==> src/rtl/sap_pkg.sv <==
// sap_pkg: shared constants and types for the SAP-1 controller-sequencer.
//   Opcodes:      OP_LDA, OP_ADD, OP_SUB, OP_OUT, OP_HLT (4-bit IR upper nibble)
//   T-states:     T1..T6 one-hot ring constants, bit0 = T1
//   Control word: 12-bit packed word, MSB first in the controller's port order,
//                 with CW_* bit indices for code that works on the flat vector
package sap_pkg;

    localparam logic [3:0] OP_LDA = 4'h0;
    localparam logic [3:0] OP_ADD = 4'h1;
    localparam logic [3:0] OP_SUB = 4'h2;
    localparam logic [3:0] OP_OUT = 4'hE;
    localparam logic [3:0] OP_HLT = 4'hF;

    localparam int T_W = 6;

    localparam logic [T_W-1:0] T1 = 6'b000001;
    localparam logic [T_W-1:0] T2 = 6'b000010;
    localparam logic [T_W-1:0] T3 = 6'b000100;
    localparam logic [T_W-1:0] T4 = 6'b001000;
    localparam logic [T_W-1:0] T5 = 6'b010000;
    localparam logic [T_W-1:0] T6 = 6'b100000;

    localparam int CW_W          = 12;
    localparam int CW_PC_INC     = 11;
    localparam int CW_PC_OUT_EN  = 10;
    localparam int CW_MAR_LOAD   = 9;
    localparam int CW_RAM_OUT_EN = 8;
    localparam int CW_IR_LOAD    = 7;
    localparam int CW_IR_OUT_EN  = 6;
    localparam int CW_A_LOAD     = 5;
    localparam int CW_A_OUT_EN   = 4;
    localparam int CW_ALU_SUB    = 3;
    localparam int CW_ALU_OUT_EN = 2;
    localparam int CW_B_LOAD     = 1;
    localparam int CW_OUT_LOAD   = 0;

    // Field order matches the CW_* indices above (first field = MSB).
    typedef struct packed {
        logic pc_inc;
        logic pc_out_en;
        logic mar_load;
        logic ram_out_en;
        logic ir_load;
        logic ir_out_en;
        logic a_load;
        logic a_out_en;
        logic alu_sub;
        logic alu_out_en;
        logic b_load;
        logic out_load;
    } ctrl_word_t;

    function automatic logic is_onehot(input logic [T_W-1:0] v);
        return (v != '0) && ((v & (v - 1'b1)) == '0);
    endfunction

endpackage

==> src/rtl/sap_ring_counter.sv <==
// sap_ring_counter: 6-state one-hot T-state ring for the SAP-1 controller.
//   clk     rising-edge clock
//   clr     synchronous active-high reset, forces T1
//   hold    freeze the ring (halted machine)
//   restart return to T1 on this edge (early end of instruction)
//   t_state one-hot ring state, bit0 = T1
module sap_ring_counter
    import sap_pkg::*;
(
    input  logic           clk,
    input  logic           clr,
    input  logic           hold,
    input  logic           restart,
    output logic [T_W-1:0] t_state
);

    // A corrupted (non-one-hot) ring recovers to T1 even while held, so a
    // glitch cannot leave the machine frozen in an undefined state.
    always_ff @(posedge clk) begin
        if (clr)
            t_state <= T1;
        else if (!is_onehot(t_state))
            t_state <= T1;
        else if (hold)
            t_state <= t_state;
        else if (restart)
            t_state <= T1;
        else
            t_state <= {t_state[T_W-2:0], t_state[T_W-1]};
    end

endmodule

==> src/rtl/sap_controller.sv <==
// sap_controller: SAP-1 controller-sequencer; ring counter plus Moore opcode decoder.
//   clk, clr      clock and synchronous active-high reset
//   opcode        IR upper nibble, stable from T4 to end of instruction
//   pc_inc .. out_load  bus/load strobes, pure function of t_state and opcode
//   halt          machine halted, gates the datapath clock enable
//   t_state       one-hot ring state, bit0 = T1
// Build option: define SAP_CTRL_EARLY_FETCH_EN to end each instruction after its
// last non-empty execute state instead of always running all six T-states.
module sap_controller
    import sap_pkg::*;
#(
    parameter int OPCODE_W        = 4,
    parameter bit HALT_ON_ILLEGAL = 1'b1
) (
    input  logic                clk,
    input  logic                clr,
    input  logic [OPCODE_W-1:0] opcode,
    output logic                pc_inc,
    output logic                pc_out_en,
    output logic                mar_load,
    output logic                ram_out_en,
    output logic                ir_load,
    output logic                ir_out_en,
    output logic                a_load,
    output logic                a_out_en,
    output logic                alu_sub,
    output logic                alu_out_en,
    output logic                b_load,
    output logic                out_load,
    output logic                halt,
    output logic [T_W-1:0]      t_state
);

    logic       halt_flag;
    logic       restart;
    logic       is_lda, is_add, is_sub, is_out, is_hlt, illegal, halt_op;
    ctrl_word_t cw;

    assign is_lda  = opcode == OPCODE_W'(OP_LDA);
    assign is_add  = opcode == OPCODE_W'(OP_ADD);
    assign is_sub  = opcode == OPCODE_W'(OP_SUB);
    assign is_out  = opcode == OPCODE_W'(OP_OUT);
    assign is_hlt  = opcode == OPCODE_W'(OP_HLT);
    assign illegal = !(is_lda || is_add || is_sub || is_out || is_hlt);
    assign halt_op = is_hlt || (HALT_ON_ILLEGAL && illegal);

    // Halt is visible combinationally in T4 so the ring holds on that same edge.
    assign halt = !clr && (halt_flag || (t_state == T4 && halt_op));

    always_ff @(posedge clk) begin
        if (clr)
            halt_flag <= 1'b0;
        else if (halt)
            halt_flag <= 1'b1;
    end

`ifdef SAP_CTRL_EARLY_FETCH_EN
    assign restart = (t_state == T5 && is_lda) ||
                     (t_state == T4 && is_out) ||
                     (t_state == T3 && !HALT_ON_ILLEGAL && illegal);
`else
    assign restart = 1'b0;
`endif

    sap_ring_counter u_ring (
        .clk     (clk),
        .clr     (clr),
        .hold    (halt),
        .restart (restart),
        .t_state (t_state)
    );

    always_comb begin
        cw = '0;
        if (!clr && !halt_flag) begin
            case (t_state)
                T1: begin
                    cw.pc_out_en = 1'b1;
                    cw.mar_load  = 1'b1;
                end
                T2: cw.pc_inc = 1'b1;
                T3: begin
                    cw.ram_out_en = 1'b1;
                    cw.ir_load    = 1'b1;
                end
                T4: begin
                    cw.ir_out_en = is_lda || is_add || is_sub;
                    cw.mar_load  = is_lda || is_add || is_sub;
                    cw.a_out_en  = is_out;
                    cw.out_load  = is_out;
                end
                T5: begin
                    cw.ram_out_en = is_lda || is_add || is_sub;
                    cw.a_load     = is_lda;
                    cw.b_load     = is_add || is_sub;
                    cw.alu_sub    = is_sub;
                end
                T6: begin
                    cw.alu_out_en = is_add || is_sub;
                    cw.a_load     = is_add || is_sub;
                    cw.alu_sub    = is_sub;
                end
                default: cw = '0;
            endcase
        end
    end

    assign {pc_inc, pc_out_en, mar_load, ram_out_en, ir_load, ir_out_en,
            a_load, a_out_en, alu_sub, alu_out_en, b_load, out_load} = cw;

endmodule

==> config.mk <==
export PLATFORM = sky130hd
export DESIGN_NAME = sap_controller
export DESIGN_NICKNAME = d
export VERILOG_FILES = /design/src/rtl/sap_pkg.sv /design/src/rtl/sap_ring_counter.sv /design/src/rtl/sap_controller.sv
export SDC_FILE = /design/constraint.sdc
export NUM_CORES = 1
export LEC_CHECK = 0
export BUFFER_PORTS_ARGS = -buffer_cell sky130_fd_sc_hd__buf_2
export CAP_MARGIN = 10
export CORE_UTILIZATION = 35
export DETAILED_ROUTE_END_ITERATION = 10
export REMOVE_ABC_BUFFERS = 1
export SKIP_CTS_REPAIR_TIMING = 1
export SLEW_MARGIN = 20
export SYNTH_ARGS = -nofsm -noshare
export SYNTH_HDL_FRONTEND = slang
export SYNTH_HIERARCHICAL = 1
export SYNTH_SLANG_ARGS = --single-unit
==> constraint.sdc <==
create_clock -name clk -period 2.1 [get_ports clk]
set_input_delay 0.315 -clock clk [delete_from_list [all_inputs] [get_ports clk]]
set_output_delay 0.315 -clock clk [all_outputs]
set_load 0.02 [all_outputs]
==> reports/summary.txt, run 1 <==
Power Density: 405 mW/mm^2
Most used DFF post-synth: dfxtp_1
WP data required: 1780 ps
largest area contributor in the netlist: dfxtp_1
Distinct cells, synth: 33
clk sink count: 7
Post-route DRC: 7
routed vias: 680
Vias/cell: 5.19
Post-Layout Cell Count: 131
TritonCTS clock tree: built
Synth warnings: 6
layout cells sized above 1: 37.4%
Syn Std Cell Area: 598 sq um
cells taking the most area after synthesis: dfxtp_1, nor3b_1, nor2_1
initial antenna violation count: 0
violated checks: design-rule violations
core area: 0.00156 sq mm
Final Net Count: 122
worst skew pair latency: 250 ps
WL/cell: 12.6 um
IO buf count: 24
sequential share of the synthesized area: 23.4%
vias in the first global route: 616
Critical R2R Launch: u_ring/t_state[5]$_SDFFE_PP0N_
H-tree levels: 1
worst relative slew slack: 65.8%
root buffer cell: clkbuf_4
area of the multi-input gates: 469 sq um
CP arrival: 1730 ps
cts bufs inserted: 3
Crit path largest cell delay: 310 ps
Reg2Reg Capture Point: u_ring/t_state[2]$_SDFFE_PP0N_
R2R depth: 7
Final Cycle Share: 97.2%
most frequent cells after synthesis: nor2_1, dfxtp_1, nor3b_1, a211oi_1, nor3_1
ys async rst share: 0%
hold_sp: clr
HPWL Detailed: 1.21 mm
area growth from synthesis to layout: 42.3%
CTS max path bufs: 2
Slew Viols, Final: 0
Final setup viols: 0
Post-synth EDFFs: 0
post-synth top area share: 23.4%
r2r setup slk: 220 ps
Die Ht: 43.3 um
gr ovfl total: 0
max cap viols: 0
first-pass GRT wire length: 2.64 mm
fill cell count: 159
WL final: 1.65 mm
Leak Pwr: 0.377 nW
overall routing resource usage: 18.6%
fmax: 490 MHz
CP Max Fanout: 9
Post-DRT Antenna Nets: 0
worst hold path endpoint: u_ring/t_state[3]$_SDFFE_PP0N_
Die Footprint: 0.00188 sq mm
Setup TNS: 0 ps
Routability Congestion: 0.817
Final Hold Viols: 0
hold path cells: 2
Worst-path clk slew: 50 ps
largest net degree at the start of global routing: 12
Tmin final: 2040 ps
critical path capture point type: output port
diode count: 0
Post-Synthesis Cells: 75
status: finished with violations
Worst setup SP type: flop
Mapped Avg Cell Area: 7.97 sq um
placed insts: 126
initial DRC count: 14
Rows: 14
number of I/O pins: 25
skew final: 0.713 ps
DR pass1 iterations: 7
worst slew pin tran: 498 ps
total power: 344 uW
Max IR drop VDD: 369 uV
crit-path cells: buf_4, nor4_4, nand3_1, nor4b_2, buf_2
register bit total from synthesis: 7
crit path max-delay cell type: nor4_4
Die Wd: 43.3 um
Starting Density: 38.4%
most numerous cell in the Yosys netlist: nor2_1
HP Class: input pin to flop
WS Path Type: flop to output port
Sequential Area: 140 sq um
-- logic make-up after synthesis --
logic type,Yosys count,synth area share [%]
xor+xnor,3,4.39
buf+inv,4,3.14
mux,1,1.67
flops,7,23.4
simple gates,44,50.2
compound gates,15,16.5
other cells,1,0.627
-- placed cells by master (no fill, tap or decap), types with 2 or more instances in the layout --
| master | netlist | routed |
|---|---|---|
| nor3_1 | 5 | 5 |
| a21oi_1 | 3 | 3 |
| nor4_1 | 2 | 2 |
| buf_4 | 1 | 9 |
| clkbuf_4 | 0 | 3 |
| nor3b_1 | 7 | 7 |
| xor2_1 | 2 | 2 |
| inv_1 | 2 | 2 |
| dfxtp_1 | 7 | 7 |
| conb_1 | 1 | 6 |
| nand4_1 | 2 | 2 |
| o22ai_1 | 3 | 3 |
| nor2_1 | 11 | 11 |
| nand2b_1 | 2 | 2 |
| a211oi_1 | 5 | 4 |
| buf_2 | 0 | 24 |
| nand3_1 | 2 | 2 |
| a31oi_1 | 2 | 2 |
-- where the power goes --
group | internal [mW] | leakage, nW | switching, mW
sequential | 0.137 | 0.0568 | 0.00188
combinational | 0.0316 | 0.305 | 0.0540
clock | 0.0724 | 0.0150 | 0.0478
-- registers in the layout, indices dropped and copies added, names as in the netlist --
signal / cells
halt_flag: 1
u_ring/t_state: 6
-- final cells by class --
class                      instances  share of cell area (%)
clock buffer                       4                    3.09
tap                               16                    2.35
multi-input combinational         69                    55.1
inverter                           2                   0.882
sequential                         7                    16.5
timing repair buffer              33                    22.1
-- metrics by stage --
step / cell area [sq um] / worst slack (ps) / hold slack (ps) / util, %
after global placement: 806 / 201 / 539 / 51.7
after CTS: 832 / 78.1 / 397 / 53.4
after detailed placement: 806 / 142 / 547 / 51.7
after floorplan: 606 / -780 / 388 / -
after global routing: 851 / -93.1 / 423 / 54.6
final: 851 / 59.6 / 425 / 54.6
-- worst max-delay path, delay by kind of cell (launching register included) --
family	cells	cell delay [ps]
AND/OR/NAND/NOR	3	780
buffers and inverters	2	380
flip-flops	1	300
-- routing by layer --
metal	wire, um	GRT usage [%]	vias to the layer above
li1	-	-	364
met1	811	23.7	303
met2	775	30.6	13
met3	65	6.67	0
met4	0	3.75	0
met5	0	0	-
-- worst max-delay path by stage --
stage,startpoint,endpoint,depth (start not counted)
global route,u_ring/t_state[0]$_SDFFE_PP1N_,alu_sub,5
CTS,u_ring/t_state[5]$_SDFFE_PP0N_,halt,4
global placement,opcode[0],u_ring/t_state[0]$_SDFFE_PP1N_,8
finish,u_ring/t_state[0]$_SDFFE_PP1N_,alu_sub,5
floorplan,u_ring/t_state[3]$_SDFFE_PP0N_,u_ring/t_state[0]$_SDFFE_PP1N_,6
detailed placement,u_ring/t_state[5]$_SDFFE_PP0N_,u_ring/t_state[2]$_SDFFE_PP0N_,7
No activity file was read; power rests on OpenSTA's default activity.
==> run 2: changes to the inputs <==
==> constraint.sdc (replaced) <==
create_clock -name clk -period 1.99 [get_ports clk]
set_input_delay 0.2985 -clock clk [delete_from_list [all_inputs] [get_ports clk]]
set_output_delay 0.2985 -clock clk [all_outputs]
set_load 0.02 [all_outputs]
==> reports/summary.txt, run 2 (synthesized netlist as in run 1, its figures left out) <==
area of the multi-input gates: 475 sq um
Starting Density: 38.4%
R2R depth: 8
WP data required: 1690 ps
Biggest register: u_ring/t_state
Final setup viols: 0
hold path cells: 2
worst hold path endpoint: halt_flag$_SDFFE_PP0P_
hold_sp: clr
Slew Viols, Final: 0
Sequential Area: 140 sq um
total power: 376 uW
number of I/O pins: 25
commonest non-fill, non-tap cell in the layout: buf_2
Net Sw Power: 119 uW
area growth from synthesis to layout: 48.7%
skew final: 1.55 ps
gr ovfl total: 0
CP Max Fanout: 4
TritonCTS clock tree: built
Clk pwr share: 36.4%
Routability Congestion: 0.790
WL/cell: 12.2 um
Rows: 14
DR pass1 iterations: 8
worst relative slew slack: 67.6%
cts bufs inserted: 3
Post-Layout Cell Count: 135
WL final: 1.65 mm
Die Wd: 43.3 um
Vias/cell: 5.42
critical path capture point type: output port
top flop regs: u_ring/t_state: 6 flops, halt_flag: 1 flops
fmax: 519 MHz
routed vias: 732
diode count: 0
r2r setup slk: 190 ps
layout cells sized above 1: 40.3%
Worst-path clk slew: 60 ps
Power Density: 422 mW/mm^2
placed insts: 127
WS Path Type: flop to output port
HP Class: input pin to flop
H-tree levels: 1
most frequent cells in the layout: buf_2, buf_4, nor2_1, nor3b_1, dfxtp_1
overall routing resource usage: 17.9%
violated checks: design-rule violations
first-pass GRT wire length: 2.58 mm
Final Net Count: 126
largest net degree at the start of global routing: 13
vias in the first global route: 571
clk sink count: 7
root buffer cell: clkbuf_4
fill cell count: 157
Leak Pwr: 0.399 nW
Post-route DRC: 6
Tmin final: 1930 ps
CP arrival: 1630 ps
Die Ht: 43.3 um
status: finished with violations
Final Cycle Share: 96.8%
CTS max path bufs: 2
Worst setup SP type: flop
Gate power share: 24.3%
Reg2Reg Capture Point: u_ring/t_state[2]$_SDFFE_PP0N_
Internal: 256 uW
worst skew pair latency: 250 ps
initial DRC count: 20
max cap viols: 0
Final Hold Viols: 0
core area: 0.00156 sq mm
initial antenna violation count: 0
IO buf count: 24
Critical R2R Launch: u_ring/t_state[2]$_SDFFE_PP0N_
switching power as a share of total power: 31.8%
HPWL Detailed: 1.20 mm
Post-DRT Antenna Nets: 0
sequential power share: 39.3%
Die Footprint: 0.00188 sq mm
max FFs per register: 6
final core occ: 57.1%
Max IR drop VDD: 358 uV
worst slew pin tran: 473 ps
==> run 2: cell types whose count changed in the layout (fill, tap and decap cells not counted), sizes merged <==
cell,change
buf,+4
==> run 2: final cells by class <==
cell class	count	share of cell area, %
multi-input combinational	69	53.4
timing repair buffer	37	24.8
sequential	7	15.8
clock buffer	4	2.95
tap	16	2.25
inverter	2	0.844
==> run 2: worst max-delay path by stage <==
stage                                   start                        endpoint  slack, ps  cells after the start
2_1_floorplan  u_ring/t_state[3]$_SDFFE_PP0N_  u_ring/t_state[0]$_SDFFE_PP1N_       -890                      6
5_1_grt        u_ring/t_state[2]$_SDFFE_PP0N_                            halt        -40                      5
3_3_place_gp                        opcode[0]  u_ring/t_state[0]$_SDFFE_PP1N_        160                      8
4_1_cts        u_ring/t_state[5]$_SDFFE_PP0N_                            halt       -130                      5
3_5_place_dp                        opcode[0]  u_ring/t_state[0]$_SDFFE_PP1N_        110                      8
6_report       u_ring/t_state[2]$_SDFFE_PP0N_                            halt         60                      5
==> run 2: per-stage QoR <==
step	setup slack, ps	TNS (ps)	instance area (sq um)	hold WS [ps]
floorplan	-890	-4570	606	371
global placement	165	0	813	540
detailed placement	114	0	813	548
CTS	-128	-128	840	378
global route	-40.1	-40.1	890	424
finish	63.7	0	890	395
==> run 2: per-layer routing <==
layer / up-vias / GRT usage [%] / share of wire, %
met5: - / 0 / 0
met4: 0 / 3.75 / 0.91
met3: 2 / 2.50 / 6.7
met2: 28 / 28.2 / 46
met1: 325 / 26.2 / 46
li1: 377 / - / -
==> run 2: power groups by stage <==
stage                     registers (mW)  clock network [mW]  logic [mW]
final                              0.148               0.137      0.0912
after global routing               0.148               0.152       0.100
after CTS                          0.148               0.141      0.0877
after detailed placement           0.151                   0      0.0873
after global placement             0.151                   0      0.0869
after floorplan                    0.161                   0      0.0409
==> run 2: worst max-delay path, stage by stage (launching register included) <==
cell and delay (ps):
dfxtp_1 330, nor4b_4 350, a31oi_2 160, a211oi_2 210
buf_4 170, buf_2 160
==> run 3: changes to the inputs <==
--- a/config.mk
+++ b/config.mk
@@ -5,6 +5,7 @@
 export SDC_FILE = /design/constraint.sdc
 export NUM_CORES = 1
 export LEC_CHECK = 0
+export ABC_AREA = 1
 export BUFFER_PORTS_ARGS = -buffer_cell sky130_fd_sc_hd__buf_2
 export CAP_MARGIN = 10
 export CORE_UTILIZATION = 35
==> reports/summary.txt, run 3 <==
critical path capture point type: output port
Post-Synth XOR/XNOR Area: 0%
Tmin final: 1820 ps
Adder-Cell Fraction of Synth Area: 0%
Worst setup SP type: flop
Crit path largest cell delay: 370 ps
commonest non-fill, non-tap cell in the layout: buf_2
WL final: 1.45 mm
crit path max-delay cell type: dfxtp_1
post-synth top area share: 23.4%
Power Density: 472 mW/mm^2
fmax: 549 MHz
Final setup viols: 0
routed vias: 689
Setup TNS: 0 ps
largest area contributor in the netlist: dfxtp_1
Most used DFF post-synth: dfxtp_1
root buffer cell: clkbuf_4
number of I/O pins: 25
Syn Std Cell Area: 598 sq um
H-tree levels: 1
Slew Viols, Final: 0
layout cells sized above 1: 28.7%
Post-route DRC: 6
Max IR drop VDD: 370 uV
Rows: 14
TritonCTS clock tree: built
Biggest register: u_ring/t_state
post-synthesis mux area share: 0%
cts bufs inserted: 3
max FFs per register: 6
Post-Synthesis Cells: 104
Final Hold Viols: 0
Final Cycle Share: 91.5%
largest net degree at the start of global routing: 11
skew final: 4.37 ps
Worst-path clk slew: 50 ps
IO buf count: 24
ys async rst share: 0%
WP data required: 1690 ps
gr ovfl total: 0
crit-path cells: nor2_2, nand3_2, nor2_1, nor2_1, nor2_1, buf_2
Post-DRT Antenna Nets: 0
Die Footprint: 0.00188 sq mm
sequential share of the synthesized area: 23.4%
DR pass1 iterations: 9
hold path cells: 2
Mapped Avg Cell Area: 5.75 sq um
Die Ht: 43.3 um
CP arrival: 1520 ps
Die Wd: 43.3 um
initial antenna violation count: 0
Leak Pwr: 0.440 nW
status: finished with violations
CTS max path bufs: 2
diode count: 0
HP Class: input pin to flop
R2R depth: 9
clk sink count: 7
cells taking the most area after synthesis: dfxtp_1, nor2_1, nand2_1
final core occ: 49.8%
compound-cell area share of the yosys netlist: 13.0%
HPWL Detailed: 1.12 mm
RSZ-0062 raised after global routing: false
Post-synth EDFFs: 0
top flop regs: u_ring/t_state: 6 flops, halt_flag: 1 flops
Post-Synth Simple-Gate Area: 50.4%
core area: 0.00156 sq mm
CP most frequent cell: nor2_1
violated checks: design-rule violations
area growth from synthesis to layout: 29.9%
most numerous cell in the Yosys netlist: nor2_1
CP Max Fanout: 7
Routability Congestion: 0.782
WL/cell: 9.53 um
max cap viols: 0
first-pass GRT wire length: 2.38 mm
vias in the first global route: 550
Starting Density: 38.4%
Distinct cells, synth: 17
most frequent cells in the layout: buf_2, nor2_1, nand2_1, inv_1, o21ai_0
WS Path Type: flop to output port
overall routing resource usage: 17.5%
r2r setup slk: 340 ps
register bit total from synthesis: 7
Vias/cell: 4.53
Final Net Count: 143
most frequent cells after synthesis: nor2_1, nand2_1, inv_1, o21ai_0, dfxtp_1
Synth warnings: 6
initial DRC count: 20
worst skew pair latency: 260 ps
main combinational cell family by area after synthesis: simple AND/OR/NAND/NOR gates
## run 3: cell count changes after synthesis, moves of 5 or more
| cell | before | now |
|---|---|---|
| a211oi_1 | 5 | 0 |
| inv_1 | 2 | 18 |
| nand2_1 | 1 | 19 |
| nor2_1 | 11 | 21 |
| nor2_2 | 0 | 6 |
| nor3b_1 | 7 | 0 |
| o21ai_0 | 1 | 12 |
## run 3: cell type report
type,instances,area [sq um]
timing repair buffer,24,120
clock buffer,4,26.3
multi-input combinational,83,402
inverter,18,67.6
tap,16,20.0
sequential,7,141
fill,182,782
## run 3: logic make-up (layout without fill, tap and decap cells)
| family | after synthesis | in the layout |
|---|---|---|
| AND/OR/NAND/NOR | 62 | 62 |
| buffers and inverters | 19 | 46 |
| AO/OA/AOI/OAI | 15 | 15 |
| flip-flops | 7 | 7 |
| other | 1 | 6 |
## run 3: worst paths after layout
path	from	endpoint
setup / recovery	u_ring/t_state[5]$_SDFFE_PP0N_	halt
hold / removal	clr	halt_flag$_SDFFE_PP0P_
setup reg to reg	u_ring/t_state[5]$_SDFFE_PP0N_	u_ring/t_state[2]$_SDFFE_PP0N_
hold reg to reg	halt_flag$_SDFFE_PP0P_	halt_flag$_SDFFE_PP0P_
## run 3: per-stage QoR
step           std cells  hold WS (ps)  power, mW  setup WS (ps)  area (sq um)
3_5_place_dp         148           546      0.236            309           749
4_1_cts              152           269      0.377           67.2           776
6_report             152           277      0.367            169           777
5_1_grt              152           292      0.390           9.34           777
3_3_place_gp         148           549      0.236            382           749
2_1_floorplan        108           371      0.210           6.39           609
## run 3: critical path, delay by kind of cell (launching register included)
kind / cells / cell delay (ps)
buf+inv: 1 / 210
flops: 1 / 370
simple gates: 5 / 690
## run 3: where the power goes
group          switching, mW  internal, mW
Sequential            0.0110         0.145
Combinational         0.0506        0.0269
Clock                 0.0570        0.0768
## run 3: layer usage
layer	GRT usage, %	vias up	part of all wire [%]
li1	-	382	-
met1	21.0	285	45
met2	28.2	20	49
met3	1.25	2	4.7
met4	15.0	0	1.0
met5	0	-	0
